**config.mk**
```make
export PLATFORM = sky130hd
export DESIGN_NAME = reqack_retry_ctrl
export DESIGN_NICKNAME = d
export VERILOG_FILES = /design/src/rtl/reqack_retry_ctrl.sv
export SDC_FILE = /design/constraint.sdc
export NUM_CORES = 1
export LEC_CHECK = 0
export ABC_CLOCK_PERIOD_IN_PS = 2100
export CAP_MARGIN = 20
export CORE_MARGIN = 3
export CORE_UTILIZATION = 47
export CTS_CLUSTER_DIAMETER = 30
export DETAILED_ROUTE_END_ITERATION = 10
export PLACE_DENSITY = 0.81
export SYNTH_ARGS = -nofsm -noshare
export SYNTH_HDL_FRONTEND = slang
export SYNTH_SLANG_ARGS = --single-unit
```
**constraint.sdc**
```tcl
create_clock -name clk -period 2.1 [get_ports clk]
set_input_delay 0.21 -clock clk [delete_from_list [all_inputs] [get_ports clk]]
set_output_delay 0.21 -clock clk [all_outputs]
set_load 0.05 [all_outputs]
```
**src/rtl/reqack_retry_ctrl.sv**
```systemverilog
// rtl/reqack_retry_ctrl.sv - multi-channel req/ack controller with timeout and bounded retry
// Optional statistics counters built only when REQACK_STATS_EN is defined.
module reqack_retry_ctrl #(
    parameter int NCH       = 4,
    parameter int TW        = 8,
    parameter int MAX_RETRY = 2
) (
    input  logic                                                  clk,
    input  logic                                                  rstn,
    input  logic [NCH-1:0]                                        start,
    input  logic                                                  clear,
    input  logic [TW-1:0]                                         timeout_lim,
    input  logic                                                  ack,
    output logic                                                  req,
    output logic [$clog2(NCH)-1:0]                                req_ch,
    output logic                                                  busy,
    output logic                                                  ok,
    output logic                                                  error,
    output logic [$clog2(NCH)-1:0]                                done_ch,
    output logic [TW-1:0]                                         val,
    output logic [((MAX_RETRY > 0) ? $clog2(MAX_RETRY+1) : 1)-1:0] retries,
    output logic [15:0]                                           ok_cnt,
    output logic [15:0]                                           err_cnt
);

    localparam int CW = $clog2(NCH);
    localparam int RW = (MAX_RETRY > 0) ? $clog2(MAX_RETRY + 1) : 1;
    localparam logic [CW-1:0] LAST_CH   = CW'(NCH - 1);
    localparam logic [RW-1:0] RETRY_MAX = RW'(MAX_RETRY);

    typedef enum logic [2:0] {
        S_IDLE    = 3'd0,
        S_REQUEST = 3'd1,
        S_WAITACK = 3'd2,
        S_RETRY   = 3'd3,
        S_DONE    = 3'd4,
        S_ERR     = 3'd5
    } state_t;

    state_t          state_q, state_d;
    logic [NCH-1:0]  pending_q, pending_d;
    logic [CW-1:0]   req_ch_q, req_ch_d;
    logic [CW-1:0]   ptr_q, ptr_d;
    logic [TW-1:0]   val_q, val_d;
    logic [TW-1:0]   lim_q, lim_d;
    logic [RW-1:0]   retries_q, retries_d;

    logic [NCH-1:0]  done_mask;
    logic [NCH-1:0]  req_vec;
    logic            any_req;
    logic [CW-1:0]   win;
    logic            timed_out;

    always_ff @(posedge clk) begin
        if (!rstn) begin
            state_q   <= S_IDLE;
            pending_q <= '0;
            req_ch_q  <= '0;
            ptr_q     <= '0;
            val_q     <= '0;
            lim_q     <= '0;
            retries_q <= '0;
        end else begin
            state_q   <= state_d;
            pending_q <= pending_d;
            req_ch_q  <= req_ch_d;
            ptr_q     <= ptr_d;
            val_q     <= val_d;
            lim_q     <= lim_d;
            retries_q <= retries_d;
        end
    end

    // ptr_q is the first channel examined: one past the last winner, 0 after reset.
    always_comb begin
        done_mask = '0;
        if (state_q == S_DONE || state_q == S_ERR) begin
            done_mask[req_ch_q] = 1'b1;
        end
        req_vec = (pending_q & ~done_mask) | start;
        any_req = 1'b0;
        win     = ptr_q;
        for (int i = 0; i < NCH; i++) begin
            int j;
            j = int'(ptr_q) + i;
            if (j >= NCH) begin
                j = j - NCH;
            end
            if (!any_req && req_vec[j]) begin
                any_req = 1'b1;
                win     = j[CW-1:0];
            end
        end
    end

    assign timed_out = (lim_q != '0) && (val_q == lim_q - TW'(1));

    // DONE/ERR arbitrate like IDLE so the next grant directly follows the pulse.
    always_comb begin
        state_d   = state_q;
        pending_d = req_vec;
        req_ch_d  = req_ch_q;
        ptr_d     = ptr_q;
        val_d     = val_q;
        lim_d     = lim_q;
        retries_d = retries_q;
        case (state_q)
            S_IDLE, S_DONE, S_ERR: begin
                if (state_q != S_IDLE) begin
                    retries_d = '0;
                end
                if (any_req) begin
                    state_d  = S_REQUEST;
                    req_ch_d = win;
                    ptr_d    = (win == LAST_CH) ? '0 : win + CW'(1);
                end else begin
                    state_d = S_IDLE;
                end
            end
            S_REQUEST: begin
                val_d   = '0;
                lim_d   = timeout_lim;
                state_d = S_WAITACK;
            end
            S_WAITACK: begin
                if (val_q != '1) begin
                    val_d = val_q + TW'(1);
                end
                if (ack) begin
                    state_d = S_DONE;
                end else if (timed_out) begin
                    state_d = (retries_q < RETRY_MAX) ? S_RETRY : S_ERR;
                end
            end
            S_RETRY: begin
                retries_d = retries_q + RW'(1);
                state_d   = S_REQUEST;
            end
            default: begin
                state_d = S_ERR;
            end
        endcase
        if (clear) begin
            state_d   = S_IDLE;
            pending_d = '0;
            retries_d = '0;
        end
    end

    always_comb begin
        req     = (state_q == S_WAITACK);
        busy    = (state_q == S_REQUEST) || (state_q == S_WAITACK) || (state_q == S_RETRY);
        ok      = (state_q == S_DONE);
        error   = (state_q == S_ERR);
        done_ch = (ok || error) ? req_ch_q : '0;
        req_ch  = req_ch_q;
        val     = val_q;
        retries = retries_q;
    end

`ifdef REQACK_STATS_EN
    logic [15:0] ok_cnt_q, ok_cnt_d;
    logic [15:0] err_cnt_q, err_cnt_d;

    always_comb begin
        ok_cnt_d  = ok_cnt_q;
        err_cnt_d = err_cnt_q;
        if (ok && ok_cnt_q != 16'hFFFF) begin
            ok_cnt_d = ok_cnt_q + 16'd1;
        end
        if (error && err_cnt_q != 16'hFFFF) begin
            err_cnt_d = err_cnt_q + 16'd1;
        end
    end

    always_ff @(posedge clk) begin
        if (!rstn) begin
            ok_cnt_q  <= '0;
            err_cnt_q <= '0;
        end else begin
            ok_cnt_q  <= ok_cnt_d;
            err_cnt_q <= err_cnt_d;
        end
    end

    assign ok_cnt  = ok_cnt_q;
    assign err_cnt = err_cnt_q;
`else
    assign ok_cnt  = '0;
    assign err_cnt = '0;
`endif

endmodule

```
==> impl_metrics.toml <==
[status]
status = "finished clean"

[logic_synthesis]
yosys.area_share.simple = 0.257
muxShareOfSynthArea = 0.0201
ys_top_cells_by_area = "dfxtp_1 28%, buf_4 12%, nand2_1 6.2%, xnor2_1 5.5%, nor2_1 4.0%"
synth_cell_types = 52
syn_area_per_cell_um2 = 7.82
synth_top_family_by_area = "simple AND/OR/NAND/NOR gates"
synth_xor_area_frac = 0.0596
synth_top_area_share = 0.282
synthFlopType = "dfxtp_1"
synth-edff-count = 0
synth_fa_ha_area_frac = 0.0170
seq_area_frac_synth = 0.282
synth_compound_area_frac = 0.209
yosysWarnings = 0
async_flop_share = 0
syn_area_um2 = 2060
ys_ff_latch = 29
synth_top_area_cell = "dfxtp_1"
synthCells = 263

[clocking]
cts_inserted_buffers = 5
cts.sink_count = 29
insertion_delay_ns = 0.29
cts_tree = "done"
cts-root-buf = "clkbuf_8"
holdBufCountCts = 0
htreeDepth = 2
cts_buffer_depth = 2
path_clk_slew_ns = 0.07

[critical_path]
timing.rr.start = "lim_q[1]"
worstRegToRegCells = 7
worstPathArrival_ns = 2.15
r2r-end = "state_q[1]"
worstSetupStartpointType = "flop"
ff2ff_setup_slack_ns = 0.13
path_class = "flop to flop"
path_max_fanout = 5
cp-startpoint = "lim_q[1]"
cp-end-kind = "flop"
worstPathRequired_ns = 2.28

[global_route]
grt_antenna_before_repair = 0
grt_usage = 0.189
grt_remaining_overflow = 0
grt_pass1_vias = 1635
grt_max_degree = 17
grt_pass1_wl_mm = 7.74

[power_and_ir_drop]
p_clk_frac = 0.334
seqPwrFrac = 0.397
powerDensity_nw_per_um2 = 632
ir_drop_mv = 0.377
power_frac_comb = 0.269
leakagePower_nw = 0.923
p_sw_frac = 0.355
p_switching_w = 0.000554
power.internal_w = 0.00101

[die]
num_rows = 23
ios = 66
die_x_um = 72.1
start_util = 0.500
core_region_area_um2 = 4120
dieArea_um2 = 5200
fp.dieH_um = 72.1

[drt]
ant_nets = 0
routedWlPerCell_um = 13.7
first_pass_iters = 4
wl_mm = 4.81
drt-initial-drc-count = 149
vias = 1868
drc = 0
vias_per_cell = 5.31

[cells_and_area]
multi_input_area_um2 = 1290
layout.cells.non_filler = 352
fillers = 391
drive_gt1_frac = 0.109
nets = 319
syn_to_final_growth_pct = 20.3
n_antenna_cell = 0
layout.area.seq_um2 = 582

[sta]
finalSetupViolCount = 0
final_max_slew_viol_count = 0
finalClockSkew_ns = 0.00737
tns_ns = 0
min_period_ns = 1.97
fmax_mhz = 508
tightestPinTransition_ns = 0.624
rsz0062_at_grt = "false"
max_slew_margin = 0.584
hold_viol = 0
post-route-period-util = 0.938

[min_path]
hp-class = "input port to flop"
hold-path-endpoint = "lim_q[4]"
worstHoldStart = "timeout_lim[4]"
whs_path_depth = 3

[place]
dp_cells = 344
gp_congestion = 0.870
hpwlAfterDp_mm = 3.55
port-buffer-count = 33

[job]
max_cap_violations = 0
-- logic make-up (layout without fill, tap and decap cells) --
kind of cell    Yosys count  in the layout
simple gates            102            102
compound gates           59             59
buf+inv                  51             59
flops                    29             29
xor+xnor                 14             14
mux                       4              4
fa+ha+maj                 3              3
other cells               1             32
-- cell usage after synthesis (all sizes together) (2+ instances only) --
cell type  instances
nand3              8
nand2             34
and3               2
and2               3
nand4b             2
a211oi             7
xnor2             13
o221ai             2
nand4bb            2
mux2i              3
clkbuf            10
nor2              22
o311ai             2
and3b              3
inv                7
nor2b              4
o2111ai            3
nand2b             7
ha                 2
o211ai             3
nor3b              3
o21ai              7
a21oi             14
dfxtp             29
a21o               3
nand4              3
a21boi             9
nand3b             2
buf               34
o22ai              2
nor3               2
-- worst max-delay path, stage by stage, from the launching register on --
cell       delay (ns)
dfxtp_1          0.42
inv_1            0.09
ha_1             0.25
xnor2_1          0.22
xnor2_1          0.09
nor4_1           0.29
o2111ai_2        0.20
o221a_2          0.29
-- state kept, by name (all words and copies together) (netlist names), named ones only --
name / count
lim_q: 8
val: 8
pending_q: 4
state_q: 3
req_ch: 2
retries: 2
ptr_q: 1
-- area by class of cell --
type                            instances  share of cell area
Sequential cell                        29               0.235
Clock inverter                          1             0.00202
Tap cell                               50              0.0253
Inverter                                7              0.0106
Clock buffer                            7              0.0390
Multi-Input combinational cell        214               0.522
Timing Repair Buffer                   44               0.166
-- worst max-delay path by stage --
stage | end | slack [ns] | cells after the start
floorplan | ok | -0.004 | 2
global placement | state_q[1] | 0.25 | 7
detailed placement | state_q[1] | 0.17 | 7
CTS | state_q[1] | 0.15 | 7
global route | flop | 0.008 | 5
finish | state_q[1] | 0.13 | 7
-- through the flow --
step                      cell area (µm²)  power, W  hold slack (ns)   util  worst slack [ns]
after global placement               2360   0.00104            0.488  0.574             0.248
after detailed placement             2360   0.00104            0.505  0.574             0.171
after floorplan                      2180  0.000990            0.350      -          -0.00448
after CTS                            2460   0.00157            0.485  0.599             0.152
final                                2470   0.00156            0.487  0.601             0.130
after global routing                 2470   0.00163            0.506  0.601           0.00834
-- cells in the final DEF (no fill, tap or decap), types with 4 or more instances in the layout --
master and n:
nand2_1 34, a211oi_1 7, clkbuf_8 7, o21ai_0 6
nand3_1 8, nor2_1 22, nor2b_1 4, clkdlybuf4s50_1 27
inv_1 7, a21boi_0 9, a21oi_1 13, conb_1 32
buf_4 16, nand2b_1 7, dfxtp_1 28, xnor2_1 13
-- timing repair --
item | in CTS | in global routing
endpoints found under the hold margin | 0 | 0
setup endpoints to repair | 0 | 1
gates resized for setup | 0 | 2
setup buffers | 0 | 0
-- power groups by stage --
stage / Sequential [W] / Clock [W] / Combinational, W
after floorplan: 0.000629 / 0 / 0.000361
after global placement: 0.000629 / 0 / 0.000407
final: 0.000621 / 0.000522 / 0.000420
after CTS: 0.000620 / 0.000530 / 0.000416
after global routing: 0.000626 / 0.000557 / 0.000451
after detailed placement: 0.000631 / 0 / 0.000412
-- per-layer routing --
layer | vias up | GRT usage | share of wire
li1 | 933 | - | -
met4 | 0 | 0.0585 | 0.0075
met5 | - | 0 | 0
met1 | 856 | 0.244 | 0.43
met3 | 4 | 0.0485 | 0.068
met2 | 75 | 0.306 | 0.49
Note: power is estimated with default switching activity, not from simulation.
